### config.mk
export PLATFORM = sky130hd
export DESIGN_NAME = ls_mem_unit
export DESIGN_NICKNAME = d
export VERILOG_FILES = /design/src/rtl/ls_mem_unit.sv
export SDC_FILE = /design/constraint.sdc
export NUM_CORES = 1
export LEC_CHECK = 0
export CAP_MARGIN = 25
export CORE_MARGIN = 1.5
export CORE_UTILIZATION = 48
export DETAILED_ROUTE_END_ITERATION = 10
export PLACE_DENSITY = 0.95
export SLEW_MARGIN = 10
export SYNTH_ARGS = -nofsm -noshare
export SYNTH_HDL_FRONTEND = slang
export SYNTH_SLANG_ARGS = --single-unit
export TNS_END_PERCENT = 1
### constraint.sdc
create_clock -name clk -period 11.5 [get_ports clk]
set_input_delay 2.3 -clock clk [delete_from_list [all_inputs] [get_ports clk]]
set_output_delay 2.3 -clock clk [all_outputs]
set_load 0.03 [all_outputs]
### src/rtl/ls_mem_unit.sv
// Load/store responder for the LS pipeline stage: performs one data-memory access per
// EX_LS instruction and reports completion to the hazard monitor with a one-cycle pulse.
module ls_mem_unit #(
  parameter int unsigned REQ_TIMEOUT = 255
) (
  input  logic        clk,
  input  logic        rst,
  input  logic        EX_LS_reg_execute_valid,
  input  logic        EX_LS_reg_load_sign_flag,
  input  logic        EX_LS_reg_store_sign_flag,
  input  logic [31:0] EX_LS_reg_addr,
  input  logic [31:0] EX_LS_reg_store_data,
  input  logic [1:0]  EX_LS_reg_size,
  input  logic        EX_LS_reg_unsigned,
  output logic        LS_MON_ls_valid,
  output logic [31:0] LS_WB_load_data,
  output logic        ls_misalign,
  output logic        ls_fault,
  output logic        dmem_req_valid,
  input  logic        dmem_req_ready,
  output logic        dmem_req_we,
  output logic [31:0] dmem_req_addr,
  output logic [31:0] dmem_req_wdata,
  output logic [3:0]  dmem_req_wstrb,
  input  logic        dmem_resp_valid,
  output logic        dmem_resp_ready,
  input  logic [31:0] dmem_resp_rdata,
  input  logic        dmem_resp_err
);

  localparam logic [1:0] S_IDLE = 2'd0;
  localparam logic [1:0] S_REQ  = 2'd1;
  localparam logic [1:0] S_RESP = 2'd2;
  localparam logic [1:0] S_DONE = 2'd3;

  localparam logic [7:0] TIMEOUT_LIMIT = 8'(REQ_TIMEOUT);

  logic [1:0]  state_q, state_d;
  logic [7:0]  timeoutCnt_q, timeoutCnt_d;
  logic [31:0] reqAddr_q, reqAddr_d;
  logic [31:0] reqWdata_q, reqWdata_d;
  logic [3:0]  reqWstrb_q, reqWstrb_d;
  logic        reqWe_q, reqWe_d;
  logic [1:0]  lane_q, lane_d;
  logic [1:0]  size_q, size_d;
  logic        zeroExt_q, zeroExt_d;
  logic [31:0] loadData_q, loadData_d;
  logic        misalign_q, misalign_d;
  logic        fault_q, fault_d;

  logic        startAccess;
  logic        illegalSize;
  logic        misaligned;
  logic [3:0]  strbNew;
  logic [31:0] wdataNew;
  logic [7:0]  byteSel;
  logic [15:0] halfSel;
  logic [31:0] loadExt;

  always_comb begin
    startAccess = EX_LS_reg_execute_valid &
                  (EX_LS_reg_load_sign_flag | EX_LS_reg_store_sign_flag);
    illegalSize = (EX_LS_reg_size == 2'b11);
    misaligned  = ((EX_LS_reg_size == 2'b01) & EX_LS_reg_addr[0]) |
                  ((EX_LS_reg_size == 2'b10) & (EX_LS_reg_addr[1:0] != 2'b00));
    strbNew  = 4'b1111;
    wdataNew = EX_LS_reg_store_data;
    case (EX_LS_reg_size)
      2'b00: begin
        strbNew  = 4'b0001 << EX_LS_reg_addr[1:0];
        wdataNew = {4{EX_LS_reg_store_data[7:0]}};
      end
      2'b01: begin
        strbNew  = 4'b0011 << EX_LS_reg_addr[1:0];
        wdataNew = {2{EX_LS_reg_store_data[15:0]}};
      end
      default: begin
        strbNew  = 4'b1111;
        wdataNew = EX_LS_reg_store_data;
      end
    endcase
  end

  // Lane extraction and extension of the returned read word.
  always_comb begin
    byteSel = dmem_resp_rdata[{lane_q, 3'b000} +: 8];
    halfSel = lane_q[1] ? dmem_resp_rdata[31:16] : dmem_resp_rdata[15:0];
    case (size_q)
      2'b00:   loadExt = {{24{~zeroExt_q & byteSel[7]}}, byteSel};
      2'b01:   loadExt = {{16{~zeroExt_q & halfSel[15]}}, halfSel};
      default: loadExt = dmem_resp_rdata;
    endcase
  end

  always_comb begin
    state_d      = state_q;
    timeoutCnt_d = timeoutCnt_q;
    reqAddr_d    = reqAddr_q;
    reqWdata_d   = reqWdata_q;
    reqWstrb_d   = reqWstrb_q;
    reqWe_d      = reqWe_q;
    lane_d       = lane_q;
    size_d       = size_q;
    zeroExt_d    = zeroExt_q;
    loadData_d   = loadData_q;
    misalign_d   = misalign_q;
    fault_d      = fault_q;

    case (state_q)
      S_IDLE: begin
        if (startAccess) begin
          timeoutCnt_d = 8'd0;
          loadData_d   = 32'd0;
          if (illegalSize) begin
            fault_d = 1'b1;
            state_d = S_DONE;
          end else if (misaligned) begin
            misalign_d = 1'b1;
            state_d    = S_DONE;
          end else begin
            reqAddr_d  = {EX_LS_reg_addr[31:2], 2'b00};
            reqWe_d    = ~EX_LS_reg_load_sign_flag;
            reqWstrb_d = EX_LS_reg_load_sign_flag ? 4'b0000 : strbNew;
            reqWdata_d = wdataNew;
            lane_d     = EX_LS_reg_addr[1:0];
            size_d     = EX_LS_reg_size;
            zeroExt_d  = EX_LS_reg_unsigned;
            state_d    = S_REQ;
          end
        end
      end
      S_REQ: begin
        timeoutCnt_d = timeoutCnt_q + 8'd1;
        if (dmem_req_ready) begin
          state_d = S_RESP;
        end else if (timeoutCnt_q + 8'd1 == TIMEOUT_LIMIT) begin
          fault_d = 1'b1;
          state_d = S_DONE;
        end
      end
      S_RESP: begin
        if (dmem_resp_valid) begin
          fault_d    = dmem_resp_err;
          loadData_d = (!reqWe_q && !dmem_resp_err) ? loadExt : 32'd0;
          state_d    = S_DONE;
        end
      end
      default: begin
        // Result flags are cleared as the pulse ends so they only ever qualify it.
        loadData_d   = 32'd0;
        misalign_d   = 1'b0;
        fault_d      = 1'b0;
        timeoutCnt_d = 8'd0;
        state_d      = S_IDLE;
      end
    endcase
  end

  always_ff @(posedge clk or posedge rst) begin
    if (rst) begin
      state_q      <= S_IDLE;
      timeoutCnt_q <= 8'd0;
      reqAddr_q    <= 32'd0;
      reqWdata_q   <= 32'd0;
      reqWstrb_q   <= 4'd0;
      reqWe_q      <= 1'b0;
      lane_q       <= 2'd0;
      size_q       <= 2'd0;
      zeroExt_q    <= 1'b0;
      loadData_q   <= 32'd0;
      misalign_q   <= 1'b0;
      fault_q      <= 1'b0;
    end else begin
      state_q      <= state_d;
      timeoutCnt_q <= timeoutCnt_d;
      reqAddr_q    <= reqAddr_d;
      reqWdata_q   <= reqWdata_d;
      reqWstrb_q   <= reqWstrb_d;
      reqWe_q      <= reqWe_d;
      lane_q       <= lane_d;
      size_q       <= size_d;
      zeroExt_q    <= zeroExt_d;
      loadData_q   <= loadData_d;
      misalign_q   <= misalign_d;
      fault_q      <= fault_d;
    end
  end

  assign LS_MON_ls_valid = (state_q == S_DONE);
  assign dmem_req_valid  = (state_q == S_REQ);
  assign dmem_resp_ready = (state_q == S_RESP);
  assign LS_WB_load_data = loadData_q;
  assign ls_misalign     = misalign_q;
  assign ls_fault        = fault_q;
  assign dmem_req_we     = reqWe_q;
  assign dmem_req_addr   = reqAddr_q;
  assign dmem_req_wdata  = reqWdata_q;
  assign dmem_req_wstrb  = reqWstrb_q;

endmodule

## Word level (Yosys, flattened, before mapping)

Index checks and enable logic that the tools add are counted.

| operators by class | value |
|---|---|
| add/sub/neg operators | 1 |
| equal/unequal tests | 16 |
| shift-type cells | 3 |
| mux-type cells | 28 |
| bitwise operators | 14 |
| reductions and logical operators | 14 |

Operators with widths:

| operator | number |
|---|---|
| case mux 32 bit (2 select lines) | 2 |
| two-way mux 32 bit | 3 |
| case mux 32 bit (3 select lines) | 1 |
| indexed part select 32 x 6 -> 8 bit | 1 |
| case mux 8 bit (3 select lines) | 1 |
| two-way mux 16 bit | 1 |
| two-way mux 2 bit | 6 |
| inequality test 2 bit, second input constant | 6 |
| adder 8 x 1 -> 8 bit, second input constant | 1 |
| equality test 2 bit, second input constant | 4 |
| equality test 8 bit, second input constant | 1 |
| two-way mux 1 bit | 8 |
| two-way mux 8 bit | 1 |
| case mux 4 bit (2 select lines) | 1 |
| AND reduction 4 bit | 2 |
| NOT 1 bit | 7 |
| equality test 2 x 1 -> 1 bit, second input constant | 3 |
| logical NOT 2 bit | 3 |
| case mux 2 bit (3 select lines) | 1 |
| AND reduction 3 bit | 2 |
| AND 1 bit | 5 |
| AND reduction 5 bit | 1 |
| two-way mux 4 bit | 1 |
| left shift 1 x 2 -> 4 bit, first input constant | 1 |
| other kinds (11) | 13 |

| word-level totals | value |
|---|---|
| register bits after elaboration | 116 |
| bits of input ports | 107 |
| output and inout port bits | 106 |
| word-level logic and storage cells | 88 |

## Depth between registers and ports, before layout

| depth | value |
|---|---|
| word-level depth | 7 |
| mapped depth | 9 |
| mapped depth without buffers | 7 |

## Worst setup path before layout

Ideal clock, no wire load.

| timing path | value |
|---|---|
| kind | input -> register |
| start | input EX_LS_reg_size[1] |
| end | register reqAddr_q[10] (netlist: dmem_req_addr[10]) |
| setup time | 125 ps |
| data arrival time | 3617 ps |
| required time | 11375 ps |
| setup slack | 7758 ps |
| cell stages on the path | 6 |
| buffers on the path | 3 |
| cell sequence | clkbuf_1 -> o22ai_1 -> or3_1 -> buf_2 -> buf_2 -> mux2_2 |

| between the ends | value |
|---|---|
| longest elaborated chain between the ends | 5 |
| elaborated cells on any way between the ends | 9 |
| classes of those cells | eq/ne (3); bitwise (5); reduce/logical (1) |

Ends and longest elaborated chain:

| what | RTL line | source |
|---|---|---|
| start, declared | 13 | `input logic [1:0] EX_LS_reg_size,` |
| equality test 2 x 1 -> 1 bit / equality test 2 bit (equally long branches) | 64, 65 |  |
| AND 1 bit, on equally long branches | 64, 65 |  |
| OR 1 bit | 64 | `misaligned = ((EX_LS_reg_size == 2'b01) & EX_LS_reg_addr[0]) \|` |
| NOT 1 bit (no source line) | -- |  |
| AND reduction 4 bit (no source line) (*) | -- |  |
| end signal, assigned | 176 | `reqAddr_q <= reqAddr_d;` |
| end, declared | 40 | `logic [31:0] reqAddr_q, reqAddr_d;` |

Mark *: on every way between the ends. The rest lies on a longest branch, timed or not.
A chain may end at the register's enable or synchronous reset.

## Worst setup path in the final report

| timing path | value |
|---|---|
| start | input EX_LS_reg_size[0] |
| end | register reqAddr_q[25] (netlist: dmem_req_addr[25]) |

Same word-level chain as after synthesis.

==> results by group <==
Outcome
  • Outcome: finished, final reports clean

Floorplanning
  • Initial core utilization: 49.36%
  • Die height: 111.4 microns
  • # rows: 39
  • Die X: 111.4 microns
  • Die area: 0.01240 sq mm
  • # IOs: 213
  • Core area: 0.01142 sq mm

Critical path
  • CP endpoint kind: register
  • WP data arrival: 4.78 ns
  • WP data required: 11.79 ns
  • Critical path type: input port to register
  • Startpoint Class: input port
  • R2R Setup Slk: 8.77 ns
  • R2r endpoint: LS_WB_load_data[25]$_DFFE_PP0P_
  • R2r worst-path depth: 6
  • Largest fanout on the critical path: 78
  • Reg2reg start: state_q[0]$_DFFE_PP0P_

STA
  • Final Cycle Share: 39.03%
  • Fin. Hold Viols: 0
  • Endpoints failing setup: 0
  • Final min period: 4.488 ns
  • Tightest Pin Transition: 0.9366 ns
  • Clock Skew: 0.007522 ns
  • Setup TNS: 0 ns
  • Slew headroom: 37.56%
  • Max-slew violation count: 0
  • Fmax: 222.8 MHz
  • Unrepaired setup endpoints after global routing: no

Global route
  • Gr ovfl total: 0
  • First-pass GRT wire length: 26630 microns
  • Largest net degree at the start of global routing: 103
  • Initial antenna violation count: 0
  • Overall routing resource usage: 26.83%
  • Number of global-route vias before repair: 5326

Yosys
  • Cells after synthesis: 547
  • Synth unique cells: 47
  • Top_reg_cell synth: dfrtp_1
  • EDFF count, synth: 0
  • Seq cells post-synth: 116
  • Mean post-synth cell area: 10.30 sq um
  • Sequential fraction of the synthesis area: 51.50%
  • Synth Cell Area: 0.005637 sq mm
  • Ys Warns: 0
  • Post-synth ARST share: 100.0%

Clocking
  • Setup bufs post-CTS: 0
  • Clock tree sinks: 116
  • Clock buffer count from CTS: 17
  • Worst-skew pair later-pin latency: 0.41 ns
  • Hold buffers post-CTS: 0
  • H-tree depth: 4
  • CTS tree: yes
  • Post-CTS sizing: 0
  • CTS clk-pin slew, worst paths: 0.06 ns
  • Clock buffer depth: 2
  • Clock root cell: clkbuf_16

Final layout
  • Layout cells sized above 1: 12.65%
  • Fillers: 745
  • Final Cell Area: 0.008492 sq mm
  • ANT cells: 0
  • Area delta synth->final: 50.65%
  • Nets: 859
  • Final design utilization: 74.37%

Power
  • Max rail drop VDD: 0.2133 mV
  • P_leak: 3.647 nW
  • Pwr dens: 291.8 mW/mm^2

Drt
  • Initial DRC count: 320
  • WL final: 16270 microns
  • Vias: 5028
  • DRC viols: 0
  • Vias per inst: 5.574
  • Post-route ant nets: 0
  • Drt pass-1 iters: 7
  • DR WL/cell: 18.04 microns

Hold path
  • Hold Crit Class: register to register
  • Hold endpoint: LS_WB_load_data[3]$_DFFE_PP0P_
  • Hold Crit Start: LS_WB_load_data[3]$_DFFE_PP0P_
  • Worst Hold Depth: 2

Flow run
  • Max cap viols: 0

Place
  • Placed Area: 0.007781 sq mm
  • DPL Wire Length: 11280 microns
  • PortBufs: 210
  • GPL Wtd Cong: 0.8344
[worst max path at each step]
stage                 startpoint                              to  slack (ns)  cells past startpoint
2_1_floorplan                rst  LS_WB_load_data[0]$_DFFE_PP0P_        6.13                      1
5_1_grt        EX_LS_reg_size[0]   dmem_req_addr[21]$_DFFE_PP0P_        6.89                      6
6_report       EX_LS_reg_size[0]   dmem_req_addr[25]$_DFFE_PP0P_        7.01                      6
4_1_cts        EX_LS_reg_size[0]   dmem_req_addr[30]$_DFFE_PP0P_        6.79                      5
3_5_place_dp   EX_LS_reg_size[0]   dmem_req_addr[12]$_DFFE_PP0P_        6.39                      5
3_3_place_gp   EX_LS_reg_size[0]   dmem_req_wdata[2]$_DFFE_PP0P_        6.49                      5
[sequential cells by signal (all words and copies together), names as in the netlist]
register and flops:
timeoutCnt_q 8, dmem_req_we 1, size_q 2, zeroExt_q 1
LS_WB_load_data 32, dmem_req_addr 30, lane_q 2, dmem_req_wstrb 4
ls_misalign 1, dmem_req_wdata 32, ls_fault 1, state_q 2
[metal layers]
layer | share of wire [%] | wire length (microns) | track usage [%]
met1 | 38 | 6248 | 31.18
met2 | 52 | 8404 | 46.01
met3 | 7.4 | 1205 | 8.165
met4 | 2.5 | 409 | 11.81
met5 | 0 | 0 | 0
[where the power goes]
part	leakage [nW]	internal, W	switching [W]
logic	1.86	0.000499	0.000674
registers	1.48	0.000581	0.000139
clock network	0.310	0.000386	0.000198
[worst max-delay path: stages]
cell and delay (ns):
clkdlybuf4s50_1 1.02, nand2b_1 0.19, o22ai_1 0.08, or3_4 0.55, buf_16 0.28, mux2_2 0.32
[synth_stat cells (all sizes together) (9+ instances only)]
| master | n | area share, % |
|---|---|---|
| a32o | 9 | 1.6 |
| nand2 | 89 | 5.9 |
| mux2 | 51 | 10 |
| clkbuf | 20 | 1.4 |
| dfrtp | 116 | 51 |
| nand2b | 14 | 1.6 |
| o31ai | 10 | 1.3 |
| buf | 16 | 1.8 |
| o21ai | 56 | 5.0 |
| nor2b | 16 | 1.8 |
| inv | 11 | 0.73 |
| a21oi | 22 | 2.0 |
| nor2 | 29 | 1.9 |
| mux2i | 29 | 5.1 |
[stage by stage]
| step | cells | hold WS [ns] | setup slack (ns) | total power, W |
|---|---|---|---|---|
| after global routing | 902 | 0.5064 | 6.885 | 0.002597 |
| after floorplan | 548 | 0.5151 | 6.128 | 0.001391 |
| after CTS | 900 | 0.4788 | 6.789 | 0.002483 |
| after global placement | 867 | 0.4601 | 6.493 | 0.001822 |
| final | 902 | 0.4758 | 7.012 | 0.002478 |
| after detailed placement | 868 | 0.4664 | 6.386 | 0.001880 |
[layout make-up]
cell class	instances	area, sq um	share of cell area [%]
tap	143	178.9	2.107
inverter	11	43.79	0.5157
sequential	116	2903	34.18
multi-input combinational	385	2524	29.72
clock inverter	15	230.2	2.711
timing repair buffer	215	2187	25.76
clock buffer	17	425.4	5.010
[kinds of logic after synthesis]
| logic type | synth area share, % |
|---|---|
| AOI/OAI and AO/OA | 13.16 |
| adders and majority gates | 1.332 |
| muxes | 15.34 |
| other | 0.06653 |
| DFF | 51.50 |
| and+or+nand+nor | 14.72 |
| buffers and inverters | 3.884 |
[cells in the final DEF (no fill, tap or decap), types with 2 or more instances in the layout]
cell / count
clkinv_4: 4
nand4_1: 2
nand3_1: 8
or2_2: 3
buf_16: 2
buf_4: 2
nor2_1: 29
clkbuf_16: 17
mux2i_1: 29
a32o_1: 9
nand2_1: 89
inv_6: 2
a22o_1: 4
dfrtp_1: 116
a21oi_1: 22
a31oi_1: 2
clkinvlp_4: 3
o31ai_1: 10
clkdlybuf4s50_1: 210
conb_1: 2
ha_1: 6
o21ai_0: 54
or3_1: 3
o22ai_1: 8
inv_1: 10
o21bai_1: 2
bufinv_16: 5
nor3_1: 3
nor2b_1: 16
nand2b_1: 14
mux2_2: 51
No activity file was read; power rests on OpenSTA's default activity.
